### src/rtl/seq_signed_divider_if.sv
// Request/result bundle for the sequential signed divider.
// The master drives start and the operands; the slave returns the registered result.
interface seq_signed_divider_if #(
  parameter int N = 8
) ();
  logic             start;
  logic [2*N-1:0]   dividend;
  logic [N-1:0]     divisor;
  logic [N-1:0]     quotient;
  logic [N-1:0]     remainder;
  logic             err;
  logic             done;

  modport master (
    output start, dividend, divisor,
    input  quotient, remainder, err, done
  );

  modport slave (
    input  start, dividend, divisor,
    output quotient, remainder, err, done
  );
endinterface

### src/rtl/seq_signed_divider.sv
// Restoring 2N/N signed divider: one quotient bit per clock on operand magnitudes,
// followed by a sign-fix step that also detects quotient overflow.
module seq_signed_divider #(
  parameter int N = 8
) (
  input logic                 clk,
  input logic                 reset,
  seq_signed_divider_if.slave bus
);

  localparam int CW = $clog2(2 * N) + 1;
  // Largest positive and largest negative quotient magnitudes that fit in N signed bits.
  localparam logic [2*N-1:0] QPOS_MAX = {{(N + 1){1'b0}}, {(N - 1){1'b1}}};
  localparam logic [2*N-1:0] QNEG_MAX = QPOS_MAX + 1'b1;

  typedef enum logic [1:0] {IDLE, ITER, FIX, DONE} state_t;

  state_t          state_reg, state_next;
  logic [2*N-1:0]  shreg_reg, shreg_next;
  logic [N-1:0]    part_reg,  part_next;
  logic [N-1:0]    dvs_reg,   dvs_next;
  logic            sd_reg,    sd_next;
  logic            sv_reg,    sv_next;
  logic [CW-1:0]   cnt_reg,   cnt_next;
  logic [N-1:0]    quo_reg,   quo_next;
  logic [N-1:0]    rem_reg,   rem_next;
  logic            err_reg,   err_next;
  logic            done_reg,  done_next;

  logic [N:0]      trial;
  logic [N-1:0]    diff;
  logic [2*N-1:0]  dvd_abs;
  logic [N-1:0]    dvs_abs;
  logic            neg_q;
  logic            ovf;

  always_ff @(posedge clk or posedge reset) begin
    if (reset) begin
      state_reg <= IDLE;
      shreg_reg <= '0;
      part_reg  <= '0;
      dvs_reg   <= '0;
      sd_reg    <= 1'b0;
      sv_reg    <= 1'b0;
      cnt_reg   <= '0;
      quo_reg   <= '0;
      rem_reg   <= '0;
      err_reg   <= 1'b0;
      done_reg  <= 1'b0;
    end else begin
      state_reg <= state_next;
      shreg_reg <= shreg_next;
      part_reg  <= part_next;
      dvs_reg   <= dvs_next;
      sd_reg    <= sd_next;
      sv_reg    <= sv_next;
      cnt_reg   <= cnt_next;
      quo_reg   <= quo_next;
      rem_reg   <= rem_next;
      err_reg   <= err_next;
      done_reg  <= done_next;
    end
  end

  always_comb begin
    state_next = state_reg;
    shreg_next = shreg_reg;
    part_next  = part_reg;
    dvs_next   = dvs_reg;
    sd_next    = sd_reg;
    sv_next    = sv_reg;
    cnt_next   = cnt_reg;
    quo_next   = quo_reg;
    rem_next   = rem_reg;
    err_next   = err_reg;
    done_next  = done_reg;

    trial   = {part_reg, shreg_reg[2*N-1]};
    // The restored remainder is always below the divisor, so N-bit modular subtraction suffices.
    diff    = trial[N-1:0] - dvs_reg;
    // Read as unsigned, the negated most-negative dividend is exactly 2^(2N-1): no wrap.
    dvd_abs = bus.dividend[2*N-1] ? (~bus.dividend + 1'b1) : bus.dividend;
    dvs_abs = bus.divisor[N-1] ? (~bus.divisor + 1'b1) : bus.divisor;
    neg_q   = (sd_reg ^ sv_reg) && (shreg_reg != '0);
    ovf     = neg_q ? (shreg_reg > QNEG_MAX) : (shreg_reg > QPOS_MAX);

    case (state_reg)
      IDLE, DONE: begin
        if (bus.start) begin
          done_next = 1'b0;
          if (bus.divisor == '0) begin
            quo_next   = '0;
            rem_next   = '0;
            err_next   = 1'b1;
            done_next  = 1'b1;
            state_next = DONE;
          end else begin
            shreg_next = dvd_abs;
            dvs_next   = dvs_abs;
            sd_next    = bus.dividend[2*N-1];
            sv_next    = bus.divisor[N-1];
            part_next  = '0;
            cnt_next   = '0;
            state_next = ITER;
          end
        end
      end
      ITER: begin
        // Quotient bits shift into the LSB end as dividend bits leave the MSB end.
        if (trial >= {1'b0, dvs_reg}) begin
          part_next  = diff;
          shreg_next = {shreg_reg[2*N-2:0], 1'b1};
        end else begin
          part_next  = trial[N-1:0];
          shreg_next = {shreg_reg[2*N-2:0], 1'b0};
        end
        cnt_next = cnt_reg + 1'b1;
        if (cnt_reg == CW'(2 * N - 1)) begin
          state_next = FIX;
        end
      end
      FIX: begin
        quo_next   = ovf ? '0 : (neg_q ? -shreg_reg[N-1:0] : shreg_reg[N-1:0]);
        rem_next   = ovf ? '0 : (sd_reg ? -part_reg : part_reg);
        err_next   = ovf;
        done_next  = 1'b1;
        state_next = DONE;
      end
      default: state_next = IDLE;
    endcase
  end

  assign bus.quotient  = quo_reg;
  assign bus.remainder = rem_reg;
  assign bus.err       = err_reg;
  assign bus.done      = done_reg;

endmodule

### src/flat_wrapper.sv
// flat-port wrapper written by rule: the top's interface ports become plain ports
module seq_signed_divider_flat 
#(
  parameter int N = 8
)
  (clk, reset, bus_start, bus_dividend, bus_divisor, bus_quotient, bus_remainder, bus_err, bus_done);
  seq_signed_divider_if #(.N(N)) bus_i ();
  input logic clk;
  input logic reset;
  input wire logic [$bits(bus_i.start)-1:0] bus_start;
  input wire logic [$bits(bus_i.dividend)-1:0] bus_dividend;
  input wire logic [$bits(bus_i.divisor)-1:0] bus_divisor;
  output wire logic [$bits(bus_i.quotient)-1:0] bus_quotient;
  output wire logic [$bits(bus_i.remainder)-1:0] bus_remainder;
  output wire logic [$bits(bus_i.err)-1:0] bus_err;
  output wire logic [$bits(bus_i.done)-1:0] bus_done;
  assign bus_i.start = bus_start;
  assign bus_i.dividend = bus_dividend;
  assign bus_i.divisor = bus_divisor;
  assign bus_quotient = bus_i.quotient;
  assign bus_remainder = bus_i.remainder;
  assign bus_err = bus_i.err;
  assign bus_done = bus_i.done;
  seq_signed_divider #(.N(N)) u_core (.clk(clk), .reset(reset), .bus(bus_i));
endmodule
### config.mk
export PLATFORM = sky130hd
export DESIGN_NAME = seq_signed_divider_flat
export DESIGN_NICKNAME = d
export VERILOG_FILES = /design/src/rtl/seq_signed_divider_if.sv /design/src/rtl/seq_signed_divider.sv /design/src/flat_wrapper.sv
export SDC_FILE = /design/constraint.sdc
export NUM_CORES = 1
export LEC_CHECK = 0
export CAP_MARGIN = 40
export CORE_MARGIN = 1
export CORE_UTILIZATION = 55
export CTS_CLUSTER_SIZE = 14
export DETAILED_ROUTE_END_ITERATION = 8
export PLACE_DENSITY = 0.85
export SLEW_MARGIN = 0
export SYNTH_ARGS = -nofsm -noshare
export SYNTH_HDL_FRONTEND = slang
export SYNTH_SLANG_ARGS = --single-unit
### constraint.sdc
create_clock -name clk -period 2.5 [get_ports clk]
set_input_delay 0.5 -clock clk [delete_from_list [all_inputs] [get_ports clk]]
set_output_delay 0.5 -clock clk [all_outputs]
set_load 0.1 [all_outputs]
Yosys cells after proc, flatten, opt, wreduce, memory -nomap -nowiden. Index checks and enable logic that the tools add are counted. Widths: inputs -> output; s select.

Add/subtract/negate cells: 6. Order comparisons: 3. Eq/ne operators: 8. Mux-type cells: 32. Bitwise logic cells: 4. Reduce and logical (&&, ||, !) cells: 12.

Operators with widths (number): $mux 8 (10); $mux 16 (3); $pmux 8 s2 (3); $pmux 16 s2 (1); $add 16x1->16 const B (1); $gt 16x7->1 const B (1); $gt 16x8->1 const B (1); $neg 8->8 (2); $not 16->16 (1); $reduce_bool 16->1 (1); $mux 5 (2); $pmux 5 s2 (1); $ge 9x8->1 (1); $reduce_and 3->1 (3); $add 8x1->8 const B (1); $logic_not 8->1 (1); $not 8->8 (1); $sub 8x8->8 (1); $mux 1 (6); $mux 2 (3); $pmux 2 s3 (1); $add 5x1->5 const B (1); $eq 5x4->1 const B (1); $eq 2x2->1 const B (2); other kinds (11) (16).

Flip-flop bits (word level): 59. Word-level logic and storage cells: 76.

Logic depth before layout (Yosys ltp).
Depth after elaboration: 6. Gate-level depth with buffers: 9. Mapped depth without buffers: 9.

Worst setup path after synthesis. No wires, ideal clock.

Kind: register to register. Start point: register u_core.part_reg[2]. End point: register u_core.part_reg[1]. Setup time: 0.126 ns. Arrival: 2.061 ns. Slack: 0.312 ns. Stages on the path, launching flop included: 8. Clock period less this slack: 2.188 ns. Cell sequence: dfrtp_1 ha_1 a21o_1 a21oi_1 a311oi_1 or2_2 buf_1 a311o_1.

Cells in the longest elaborated chain, start to end: 3.

RTL lines: start: declaration (RTL line seq_signed_divider.sv:20) `logic [N-1:0] part_reg, part_next;`; start signal: assignment (RTL line seq_signed_divider.sv:53) `part_reg <= part_next;`; $ge 9x8->1 (RTL line seq_signed_divider.sv:110) `if (trial >= {1'b0, dvs_reg}) begin`; $mux 8 (RTL line seq_signed_divider.sv:110); $pmux 8 s2 (RTL line seq_signed_divider.sv:87) `case (state_reg)`.

No other way between the ends. A chain may end at the register's enable or synchronous reset.

Worst setup path after layout.
Start point: register u_core.part_reg[0]. End point: register u_core.part_reg[1].

Cells in the longest elaborated chain, start to end: 3.

RTL lines (RTL line): $sub 8x8->8 / $ge 9x8->1 (equally long branches) (seq_signed_divider.sv:80, seq_signed_divider.sv:110); $mux 8 * (seq_signed_divider.sv:110); $pmux 8 s2 * (seq_signed_divider.sv:87).

Every way passes the cells marked *; elsewhere a longest branch is shown, timed or not.

==> results.json <==
{
  "dp.cells": 556,
  "grt_setup_unrepaired": "false",
  "violations": "DRC",
  "r2r_start": "u_core.part_reg[0]",
  "reg2reg_to": "u_core.part_reg[1]",
  "grt_util_all_layers_pct": 25.7,
  "nets": 535,
  "drtPass1Iterations": 6,
  "dieHeight_um": 84.8,
  "drive_gt1_share_pct": 17.6,
  "ys_seq_elements": 59,
  "num_rows": 29,
  "syn_nets": 469,
  "setup_slack_ns": 0.197,
  "critical_path_class": "flop to flop",
  "drt_wl_total_um": 8530,
  "yosys_warnings": 0,
  "path_max_fanout": 12,
  "yosysUniqueCellTypes": 56,
  "grt_pass1_wl_um": 14600,
  "drc": 4,
  "pre_cts_ws_ns": -0.0896,
  "worst_slew_pin_slew_ns": 0.588,
  "io_buffers": 44,
  "initialDrtViolationCount": 168,
  "whs_path_depth": 2,
  "powerDensity_mw_per_mm2": 1220,
  "cts_sinks": 59,
  "cts_tree": "yes",
  "hold_path.class": "flop to flop",
  "cts.repair.resized": 0,
  "overflow": 0,
  "clk_pin_slew_ns": 0.07,
  "outcome": "complete, but fails checks",
  "reg2reg_slack_ns": 0.20,
  "critical-path-top-delay-family": "compound AO/OA/AOI/OAI gates",
  "critPathArrivalTime_ns": 2.54,
  "avgViaCountPerCell": 5.78,
  "ys_seq_area_share_pct": 39.2,
  "antenna_found_initial": 0,
  "netlist_instances": 424,
  "root_buffer": "clkbuf_8",
  "hold-path-endpoint": "u_core.bus.quotient[3]",
  "fin_skew_ns": 0.00934,
  "core_mm2": 0.00649,
  "cts_made_buffers": 9,
  "area_growth_pct": 22.9,
  "num_antenna_cells": 0,
  "hold_path.startpoint": "u_core.bus.quotient[3]",
  "dr.max_layer_used": "met4",
  "drt-met1-wl_um": 3660,
  "synthArstFlopShare_pct": 100,
  "fp.dieW_um": 84.8,
  "io-pin-count": 45,
  "crit_required_ns": 2.73,
  "die_area_mm2": 0.00719,
  "cts_buffer_depth": 2,
  "maxCapViolCount": 0,
  "drv_slew": 0,
  "clk-insertion-delay-late_ns": 0.35,
  "synthesis.area_mm2": 0.00377,
  "finalCritPeriodShare_pct": 92.1,
  "power_leakage_nw": 2.13,
  "cp-end-kind": "flop",
  "grt_pass1_vias": 3293,
  "post-cts-setup-buffers": 0,
  "grt_max_degree": 36,
  "start_util_pct": 58.0,
  "fin_crit_ns": 2.30,
  "fillers": 488,
  "avgSynthCellArea_um2": 8.89,
  "wl_per_cell_um": 14.9,
  "gp_congestion": 0.854,
  "critPathMaxStageDelay_ns": 0.45,
  "ir_worst_vdd_mv": 1.04,
  "cp_slowest_cell": "dfrtp_1",
  "hpwl_um": 6430,
  "routed-wl-met2_um": 4280,
  "vias": 3308,
  "largest_reg_flops": 16,
  "crit_buf_inv": 1,
  "synth-edff-count": 0,
  "ys.flop_type": "dfrtp_1",
  "instances_no_fill": 572,
  "cts_max_level": 3,
  "setup_viol": 0,
  "cts_hold_buf": 0,
  "finalHoldViolations": 0,
  "postRouteAntennaNets": 0,
  "fmax_mhz": 434,
  "r2r_cells": 7,
  "cp_cell_sequence": "ha_1, nor2b_1, o21ai_0, a311oi_1, buf_4, or2_2, a311o_1",
  "cp-start-kind": "flop",
  "wl_met3_um": 444,
  "relSlewSlack_pct": 60.5
}
metal layers:
| metal | track usage, % | up-vias |
|---|---|---|
| met1 | 31.4 | 1567 |
| li1 | - | 1631 |
| met5 | 0 | - |
| met2 | 43.8 | 95 |
| met3 | 6.59 | 15 |
| met4 | 9.55 | 0 |
power breakdown:
part	total, mW	switching, mW	leakage [nW]	internal (mW)
Sequential	1.60	0.337	0.758	1.26
Combinational	3.19	1.79	1.28	1.40
Clock	0.871	0.407	0.0958	0.464
Total	5.67	2.53	2.13	3.13
synthesized netlist by cell type (6+ instances only):
master    count  area (µm²)
ha_1         17         213
clkbuf_1      9        33.8
nand2b_1      6        37.5
nand4_1       6        37.5
o21ai_2      10        87.6
nand2_1      59         221
nor3_1        7        35.0
nor4_1        9        56.3
dfrtp_1      59        1480
o211ai_1      7        52.6
buf_2         7        35.0
a31oi_1       8        50.1
mux2i_1      11         110
xnor2_1      16         140
a21oi_1      19        95.1
nor2_1       27         101
o21ai_0      29         145
o31ai_1      13        97.6
xor2_1       20         175
inv_1        28         105
layout by cell type, fill, tap and decap left out, types with 6 or more instances in the layout:
master / n
ha_1: 17
nor4_1: 9
clkbuf_8: 9
a21oi_1: 19
buf_4: 46
nor2_1: 27
o211ai_1: 7
o21ai_2: 10
nor3_1: 7
xor2_1: 20
o21ai_0: 29
nand2b_1: 6
dfrtp_1: 59
mux2i_1: 11
nand4_1: 6
a31oi_1: 8
clkdlybuf4s50_1: 26
inv_1: 27
xnor2_1: 16
nand2_1: 59
o31ai_1: 13
per-stage QoR:
step | total power [mW] | instance area [µm²] | hold slack [ns] | setup TNS (ns) | utilization, %
after floorplan | 3.86 | 3770 | 0.472 | 0 | -
after global placement | 4.59 | 4430 | 0.464 | -0.0789 | 68.2
after detailed placement | 4.75 | 4430 | 0.472 | -0.742 | 68.2
after CTS | 5.66 | 4630 | 0.489 | 0 | 71.3
after global routing | 6.12 | 4630 | 0.518 | 0 | 71.3
final | 5.67 | 4630 | 0.483 | 0 | 71.3
how the worst max path moves through the flow:
stage	depth (start not counted)	startpoint	end
floorplan	7	u_core.part_reg[2]	u_core.part_reg[1]
global placement	7	bus_divisor[6]	u_core.part_reg[5]
detailed placement	7	bus_divisor[6]	u_core.part_reg[5]
CTS	9	u_core.shreg_reg[15]	u_core.part_reg[6]
global route	7	u_core.part_reg[0]	u_core.part_reg[1]
finish	7	u_core.part_reg[0]	u_core.part_reg[1]
cells by family after synthesis:
logic type,count (synthesis),synth area share [%]
compound gates,113,20.0
xor+xnor,36,8.37
fa+ha+maj,18,6.18
buf+inv,49,5.51
flops,59,39.2
mux,14,3.82
simple gates,135,17.0
area by class of cell:
class,instances,area [µm²],share of cell area [%]
well taps,77,96.3,2.08
clock buffers,9,124,2.67
clock inverters,7,76.3,1.65
inverters,29,109,2.35
flip-flops and latches,59,1480,31.9
multi-input cells,316,2080,45.0
repair buffers,75,666,14.4
worst register-to-register path: stages (launching register included):
cell,delay [ns]
dfrtp_1,0.45
ha_1,0.32
nor2b_1,0.14
o21ai_0,0.24
a311oi_1,0.13
buf_4,0.20
or2_2,0.35
a311o_1,0.37
Note: power is estimated with default switching activity, not from simulation.
